[src/rtl/fmap_readout_256_pkg.sv]
// rtl/fmap_readout_256_pkg.sv - shared constants, state enum and sizing helpers for feature-map BRAM access
package fmap_readout_256_pkg;

    localparam int BRAM_WIDTH      = 256;
    localparam int BRAM_ADDR_WIDTH = 12;
    localparam int FMAP_DATA_WIDTH = 16;
    localparam int FMAP_LANES      = BRAM_WIDTH / FMAP_DATA_WIDTH;

    typedef enum logic [2:0] {
        ST_IDLE,
        ST_READ,
        ST_WAIT,
        ST_PRESENT,
        ST_DONE
    } fmap_state_t;

    function automatic int lanes_for(int data_width);
        return BRAM_WIDTH / data_width;
    endfunction

    function automatic int words_per_col(int pix_h, int data_width);
        return (pix_h * data_width + BRAM_WIDTH - 1) / BRAM_WIDTH;
    endfunction

    function automatic int idx_width(int n);
        return (n > 1) ? $clog2(n) : 1;
    endfunction

endpackage

[src/rtl/fmap_readout_256_if.sv]
// rtl/fmap_readout_256_if.sv - BRAM read port plus column stream between readout engine and consumer
interface fmap_readout_256_if
    import fmap_readout_256_pkg::*;
#(
    parameter int DATA_WIDTH = FMAP_DATA_WIDTH,
    parameter int PIX_H      = 24,
    parameter int NUM_COLS   = 24
) ();

    localparam int IDX_W = idx_width(NUM_COLS);

    logic [BRAM_ADDR_WIDTH-1:0] bram_addr_b;
    logic                       bram_en_b;
    logic [BRAM_WIDTH-1:0]      bram_rddata_b;

    logic [DATA_WIDTH-1:0]      col_data [PIX_H];
    logic                       col_valid;
    logic                       col_ready;
    logic                       col_last;
    logic [IDX_W-1:0]           col_index;

    modport master (
        output bram_addr_b,
        output bram_en_b,
        input  bram_rddata_b,
        output col_data,
        output col_valid,
        input  col_ready,
        output col_last,
        output col_index
    );

    modport slave (
        input  bram_addr_b,
        input  bram_en_b,
        output bram_rddata_b,
        input  col_data,
        input  col_valid,
        output col_ready,
        input  col_last,
        input  col_index
    );

endinterface

[src/rtl/fmap_readout_256.sv]
// rtl/fmap_readout_256.sv - reads a column-major feature map from 256-bit BRAM and presents one column at a time
module fmap_readout_256
    import fmap_readout_256_pkg::*;
#(
    parameter int                         DATA_WIDTH = FMAP_DATA_WIDTH,
    parameter int                         PIX_H      = 24,
    parameter int                         NUM_COLS   = 24,
    parameter logic [BRAM_ADDR_WIDTH-1:0] BASE_ADDR  = 12'h000
) (
    input  logic                 out_stream_aclk,
    input  logic                 periph_resetn,
    input  logic                 start,
    output logic                 busy,
    output logic                 done,
    fmap_readout_256_if.master   bus
);

    localparam int WORDS_PER_COL = words_per_col(PIX_H, DATA_WIDTH);
    localparam int LANES         = lanes_for(DATA_WIDTH);
    localparam int WORD_W        = idx_width(WORDS_PER_COL);
    localparam int IDX_W         = idx_width(NUM_COLS);
    localparam int ADDR_END      = int'(BASE_ADDR) + NUM_COLS * WORDS_PER_COL;

    localparam logic [BRAM_ADDR_WIDTH-1:0] WPC_ADDR  = BRAM_ADDR_WIDTH'(WORDS_PER_COL);
    localparam logic [WORD_W-1:0]          LAST_WORD = WORD_W'(WORDS_PER_COL - 1);
    localparam logic [IDX_W-1:0]           LAST_COL  = IDX_W'(NUM_COLS - 1);

    fmap_state_t                 state;
    fmap_state_t                 state_nxt;
    logic [WORD_W-1:0]           word_cnt;
    logic [IDX_W-1:0]            col_cnt;
    logic [BRAM_ADDR_WIDTH-1:0]  col_addr;
    logic                        cap_en;
    logic [WORD_W-1:0]           cap_word;
    logic                        unused_rddata;

    always_ff @(posedge out_stream_aclk or negedge periph_resetn) begin
        if (!periph_resetn) begin
            state <= ST_IDLE;
        end else begin
            state <= state_nxt;
        end
    end

    always_comb begin
        state_nxt = state;
        case (state)
            ST_IDLE:    if (start) state_nxt = ST_READ;
            ST_READ:    if (word_cnt == LAST_WORD) state_nxt = ST_WAIT;
            ST_WAIT:    state_nxt = ST_PRESENT;
            ST_PRESENT: if (bus.col_ready) state_nxt = (col_cnt == LAST_COL) ? ST_DONE : ST_READ;
            ST_DONE:    state_nxt = ST_IDLE;
            default:    state_nxt = ST_IDLE;
        endcase
    end

    // col_addr tracks BASE_ADDR + col*WORDS_PER_COL incrementally so no multiplier is needed
    always_ff @(posedge out_stream_aclk or negedge periph_resetn) begin
        if (!periph_resetn) begin
            word_cnt <= '0;
            col_cnt  <= '0;
            col_addr <= '0;
        end else begin
            case (state)
                ST_IDLE: begin
                    if (start) begin
                        word_cnt <= '0;
                        col_cnt  <= '0;
                        col_addr <= BASE_ADDR;
                    end
                end
                ST_READ: begin
                    word_cnt <= (word_cnt == LAST_WORD) ? '0 : word_cnt + 1'b1;
                end
                ST_PRESENT: begin
                    if (bus.col_ready && col_cnt != LAST_COL) begin
                        col_cnt  <= col_cnt + 1'b1;
                        col_addr <= col_addr + WPC_ADDR;
                    end
                end
                default: ;
            endcase
        end
    end

    // Read data lags the address by one cycle: word k-1 lands while word k is issued, the last one in WAIT
    always_comb begin
        cap_en   = 1'b0;
        cap_word = '0;
        if (state == ST_READ && word_cnt != '0) begin
            cap_en   = 1'b1;
            cap_word = word_cnt - 1'b1;
        end else if (state == ST_WAIT) begin
            cap_en   = 1'b1;
            cap_word = LAST_WORD;
        end
    end

    for (genvar p = 0; p < PIX_H; p++) begin : g_pix
        localparam int WORD = p / LANES;
        localparam int LANE = p % LANES;
        logic [DATA_WIDTH-1:0] pix_q;

        always_ff @(posedge out_stream_aclk or negedge periph_resetn) begin
            if (!periph_resetn) begin
                pix_q <= '0;
            end else if (cap_en && cap_word == WORD_W'(WORD)) begin
                pix_q <= bus.bram_rddata_b[DATA_WIDTH*LANE +: DATA_WIDTH];
            end
        end

        assign bus.col_data[p] = pix_q;
    end

    // Lanes beyond PIX_H in the last word of a column carry no pixels
    assign unused_rddata = ^bus.bram_rddata_b;

    assign bus.bram_en_b   = (state == ST_READ);
    assign bus.bram_addr_b = (state == ST_READ) ? col_addr + BRAM_ADDR_WIDTH'(word_cnt) : '0;
    assign bus.col_valid   = (state == ST_PRESENT);
    assign bus.col_last    = (state == ST_PRESENT) && (col_cnt == LAST_COL);
    assign bus.col_index   = col_cnt;
    assign busy            = (state == ST_READ) || (state == ST_WAIT) || (state == ST_PRESENT);
    assign done            = (state == ST_DONE);

    cfg_addr_span: assert property (@(posedge out_stream_aclk) ADDR_END <= 4096);

endmodule

[src/flat_wrapper.sv]
// flat-port wrapper written by rule: the top's interface ports become plain ports
module fmap_readout_256_flat import fmap_readout_256_pkg::*;
#(
    parameter int                         DATA_WIDTH = FMAP_DATA_WIDTH,
    parameter int                         PIX_H      = 24,
    parameter int                         NUM_COLS   = 24,
    parameter logic [BRAM_ADDR_WIDTH-1:0] BASE_ADDR  = 12'h000
)
  (out_stream_aclk, periph_resetn, start, busy, done, bus_bram_addr_b, bus_bram_en_b, bus_bram_rddata_b, bus_col_data, bus_col_valid, bus_col_ready, bus_col_last, bus_col_index);
  fmap_readout_256_if #(.DATA_WIDTH(DATA_WIDTH), .PIX_H(PIX_H), .NUM_COLS(NUM_COLS)) bus_i ();
  input  logic out_stream_aclk;
  input  logic periph_resetn;
  input  logic start;
  output logic busy;
  output logic done;
  output wire logic [$bits(bus_i.bram_addr_b)-1:0] bus_bram_addr_b;
  output wire logic [$bits(bus_i.bram_en_b)-1:0] bus_bram_en_b;
  input wire logic [$bits(bus_i.bram_rddata_b)-1:0] bus_bram_rddata_b;
  output wire logic [$bits(bus_i.col_data)-1:0] bus_col_data;
  output wire logic [$bits(bus_i.col_valid)-1:0] bus_col_valid;
  input wire logic [$bits(bus_i.col_ready)-1:0] bus_col_ready;
  output wire logic [$bits(bus_i.col_last)-1:0] bus_col_last;
  output wire logic [$bits(bus_i.col_index)-1:0] bus_col_index;
  assign bus_bram_addr_b = bus_i.bram_addr_b;
  assign bus_bram_en_b = bus_i.bram_en_b;
  assign bus_i.bram_rddata_b = bus_bram_rddata_b;
  assign bus_col_data = {>>{bus_i.col_data}};
  assign bus_col_valid = bus_i.col_valid;
  assign bus_i.col_ready = bus_col_ready;
  assign bus_col_last = bus_i.col_last;
  assign bus_col_index = bus_i.col_index;
  fmap_readout_256 #(.DATA_WIDTH(DATA_WIDTH), .PIX_H(PIX_H), .NUM_COLS(NUM_COLS), .BASE_ADDR(BASE_ADDR)) u_core (.out_stream_aclk(out_stream_aclk), .periph_resetn(periph_resetn), .start(start), .busy(busy), .done(done), .bus(bus_i));
endmodule
[config.mk]
export PLATFORM = sky130hd
export DESIGN_NAME = fmap_readout_256_flat
export DESIGN_NICKNAME = d
export VERILOG_FILES = /design/src/rtl/fmap_readout_256_pkg.sv /design/src/rtl/fmap_readout_256_if.sv /design/src/rtl/fmap_readout_256.sv /design/src/flat_wrapper.sv
export SDC_FILE = /design/constraint.sdc
export NUM_CORES = 1
export LEC_CHECK = 0
export ABC_AREA = 1
export BUFFER_PORTS_ARGS = -buffer_cell sky130_fd_sc_hd__buf_4
export CAP_MARGIN = 10
export CORE_AREA = 8 8 256 258
export CTS_BUF_LIST = sky130_fd_sc_hd__clkbuf_4
export CTS_CLUSTER_DIAMETER = 200
export DETAILED_ROUTE_END_ITERATION = 6
export DIE_AREA = 0 0 264 266
export PLACE_DENSITY = 0.5
export SETUP_SLACK_MARGIN = 0.3
export SLEW_MARGIN = 20
export SYNTH_ARGS = -nofsm -noshare
export SYNTH_HDL_FRONTEND = slang
export SYNTH_SLANG_ARGS = --single-unit
[constraint.sdc]
create_clock -name out_stream_aclk -period 1.7 [get_ports out_stream_aclk]
set_input_delay 0.17 -clock out_stream_aclk [delete_from_list [all_inputs] [get_ports out_stream_aclk]]
set_output_delay 0.17 -clock out_stream_aclk [all_outputs]
set_load 0.01 [all_outputs]
==> results_dict.tcl <==
set metrics [dict create \
    status "finished with violations" \
    violations "setup timing" \
    grt_max_degree 74 \
    finalSetupTns_ns -15.13 \
    start_kind "flop" \
    arrival_ns 1.94 \
    cp.buffers_inverters 4 \
    fillers 5224 \
    synthXorXnorAreaFrac_pct 0.169 \
    crit_fanout 5 \
    utilization_pct 52.7 \
    h-tree-depth 3 \
    finalMaxSlewViolations 0 \
    end_kind "primary output" \
    grt_setup_unrepaired "yes" \
    slowest_delay_ns 0.40 \
    synth_edf_count 0 \
    antenna_left 0 \
    grt_pass1_wl_um 111000 \
    syn2layout_area_growth_pct 108 \
    hold_viol 0 \
    wl_met3_um 6000 \
    drt-total-wl_um 77900 \
    overflow 0 \
    cts_max_path_buffers 3 \
    ys_seq_elements 404 \
    wl_per_cell_um 20.1 \
    yosysUniqueCellTypes 27 \
    worstSkewPairLatency_ns 0.86 \
    core_region_area_sq_mm 0.0613 \
    numClockSinks 404 \
    fin_ws_ns -0.411 \
    met1Wirelength_um 28700 \
    finalNonFillerCells 3881 \
    synthSimpleGateAreaFrac_pct 18.7 \
    drc 0 \
    hpwl_um 46100 \
    top_level_ports 666 \
    synth_area_sq_mm 0.0155 \
    start_util_pct 25.4 \
    finalCritPeriodShare_pct 124 \
    maxCapViolCount 0 \
    tightest_slew_ns 0.975 \
    synth_top_area_share_pct 65.0 \
    vias 17200 \
    dp_slack_ns 0.0965 \
    rows 91 \
    synth_top_family_by_area "simple AND/OR/NAND/NOR gates" \
    pwr_density_cell_mw_per_mm2 1920 \
    synthMostInstantiatedCell "nand2_1" \
    synth_fa_ha_area_share_pct 0.242 \
    async_flop_share_pct 100 \
    synth_fp_nets 1953 \
    crit_path_top_delay_cell "dfrtp_1" \
    antenna_found_initial 6 \
    multi_input_area_sq_mm 0.00530 \
    netlist_top_cells_area "dfrtp_1 (65%), nand2_1 (17%), o21ai_0 (6.9%)" \
    p_leak_uw 0.0166 \
    cp.required_ns 1.53 \
    dp_cells 3109 \
    hp-class "in2reg" \
    power_uw 62100 \
    layout-drive-gt1-share_pct 43.1 \
    skew_ns 0.0582 \
    routed_via_density 4.43 \
    final-setup-viol-count 231 \
    gp_congestion 0.833 \
    path_class "reg2out" \
    max_clock_freq_mhz 474 \
    synthCells 1690 \
    dr.pass1.iters 5 \
    cp_cell_sequence "inv_2, nand3_4, inv_4, buf_6, nand2_1, a21oi_2, buf_4" \
    avgSynthCellArea_sq_um 9.20 \
    routed.top_layer "met4" \
    synth.mux.area_fraction_pct 0 \
    ys_seq_area_share_pct 65.0 \
    synth_compound_area_share_pct 8.99 \
    cts-root-buf "clkbuf_4" \
    grt_pass1_vias 18500 \
    synth_common_cells "nand2_1 (705), dfrtp_1 (404), o21ai_0 (213)" \
    die_y_um 266 \
    port_buffers 665 \
    nets 3267 \
    ir_drop_uv 995 \
    synth_top_area_cell "dfrtp_1" \
    first_iter_violations 890 \
    die_w_um 264 \
    numCtsBuffers 115 \
    wl_met2_um 38800 \
    ys.flop_type "dfrtp_1" \
    die-area_sq_mm 0.0702 \
    ys_warn_count 0 \
    regArea_sq_mm 0.0101 \
    relSlewSlack_pct 34.8 \
    path_clk_slew_ns 0.07 \
    grt_use_total_pct 20.3 \
    cts_tree "done" \
    cp_top_family "buffers and inverters" \
    finalCriticalPeriod_ns 2.11 \
]
worst min-delay path: cells and delay by family:
| kind | cells | cell delay [ns] |
|---|---|---|
| buffers and inverters | 2 | 0.63 |
| and+or+nand+nor | 2 | 0.10 |
sequential cells by signal (all words and copies together) (netlist names):
| register | count |
|---|---|
| u_core.col_addr | 11 |
| u_core.word_cnt | 1 |
| u_core.bus.col_index | 5 |
| u_core.g_pix.pix_q | 384 |
| u_core.state | 3 |
final cells by class:
cell class / count / share of cell area, %
repair buffers: 1284 / 42.8
flip-flops and latches: 404 / 31.3
multi-input cells: 1046 / 16.4
clock buffers: 172 / 4.00
well taps: 790 / 3.06
inverters: 153 / 1.84
clock inverters: 26 / 0.508
diodes: 6 / 0.0465
cell families (layout without fill, tap and decap cells):
family	count (synthesis)	in the layout
xor gates and xnor gates	3	3
buffers and inverters	240	1635
and+or+nand+nor	761	761
AOI/OAI and AO/OA	278	278
other	1	7
adders and majority gates	3	3
DFF	404	404
final timing paths:
check	from	endpoint	slack (ns)	cells after the start
min	bus_bram_rddata_b[155]	u_core.g_pix[9].pix_q[11]	0.12	4
max	u_core.state[1]	bus_bram_addr_b[6]	-0.41	7
max reg2reg	u_core.state[1]	u_core.g_pix[2].pix_q[10]	-0.13	12
min in group asynchronous	periph_resetn	u_core.g_pix[16].pix_q[1]	0.59	3
min reg2reg	u_core.g_pix[12].pix_q[5]	u_core.g_pix[12].pix_q[5]	0.50	2
max in group asynchronous	periph_resetn	u_core.g_pix[15].pix_q[8]	0.12	4
power by group:
part	leakage (uW)	internal, uW	switching [uW]
registers	0.00498	14400	4120
clock network	0.000861	4870	4280
logic	0.0107	19200	15200
total	0.0166	38500	23700
cells in the final DEF (no fill, tap or decap), types with 21 or more instances in the layout:
cell type and instances:
nand2_1 554, buf_6 425, dfrtp_1 400, buf_4 398
dlygate4sd3_1 363, clkbuf_4 172, inv_1 146, o21ai_0 141
nand2_2 99, o21ai_1 74, o21ai_2 53, nand2_4 51
buf_16 38, nor2_1 26, buf_12 26, clkbuf_16 23
clkinv_1 21
metrics by stage:
step                hold slack (ns)  instance area, sq um
global route                 0.0465                 32300
CTS                         0.00126                 30500
finish                        0.118                 32300
global placement             0.0601                 21700
detailed placement           0.0614                 21700
floorplan                    -0.126                 15600
metal layers:
layer | vias up | track usage, %
met5 | - | 0
met4 | 0 | 11.8
met3 | 250 | 6.76
met2 | 772 | 34.8
met1 | 8225 | 21.9
li1 | 7965 | -
what timing repair did:
action | CTS | global route
pin swaps | 16 | 22
buffers inserted | 118 | 23
setup endpoints to repair | 685 | 1199
gates cloned | 33 | 31
gates resized for setup | 538 | 316
hold buffers | 363 | 0
endpoints found under the hold margin | 808 | 0
Power figures use the tool's default switching activity.
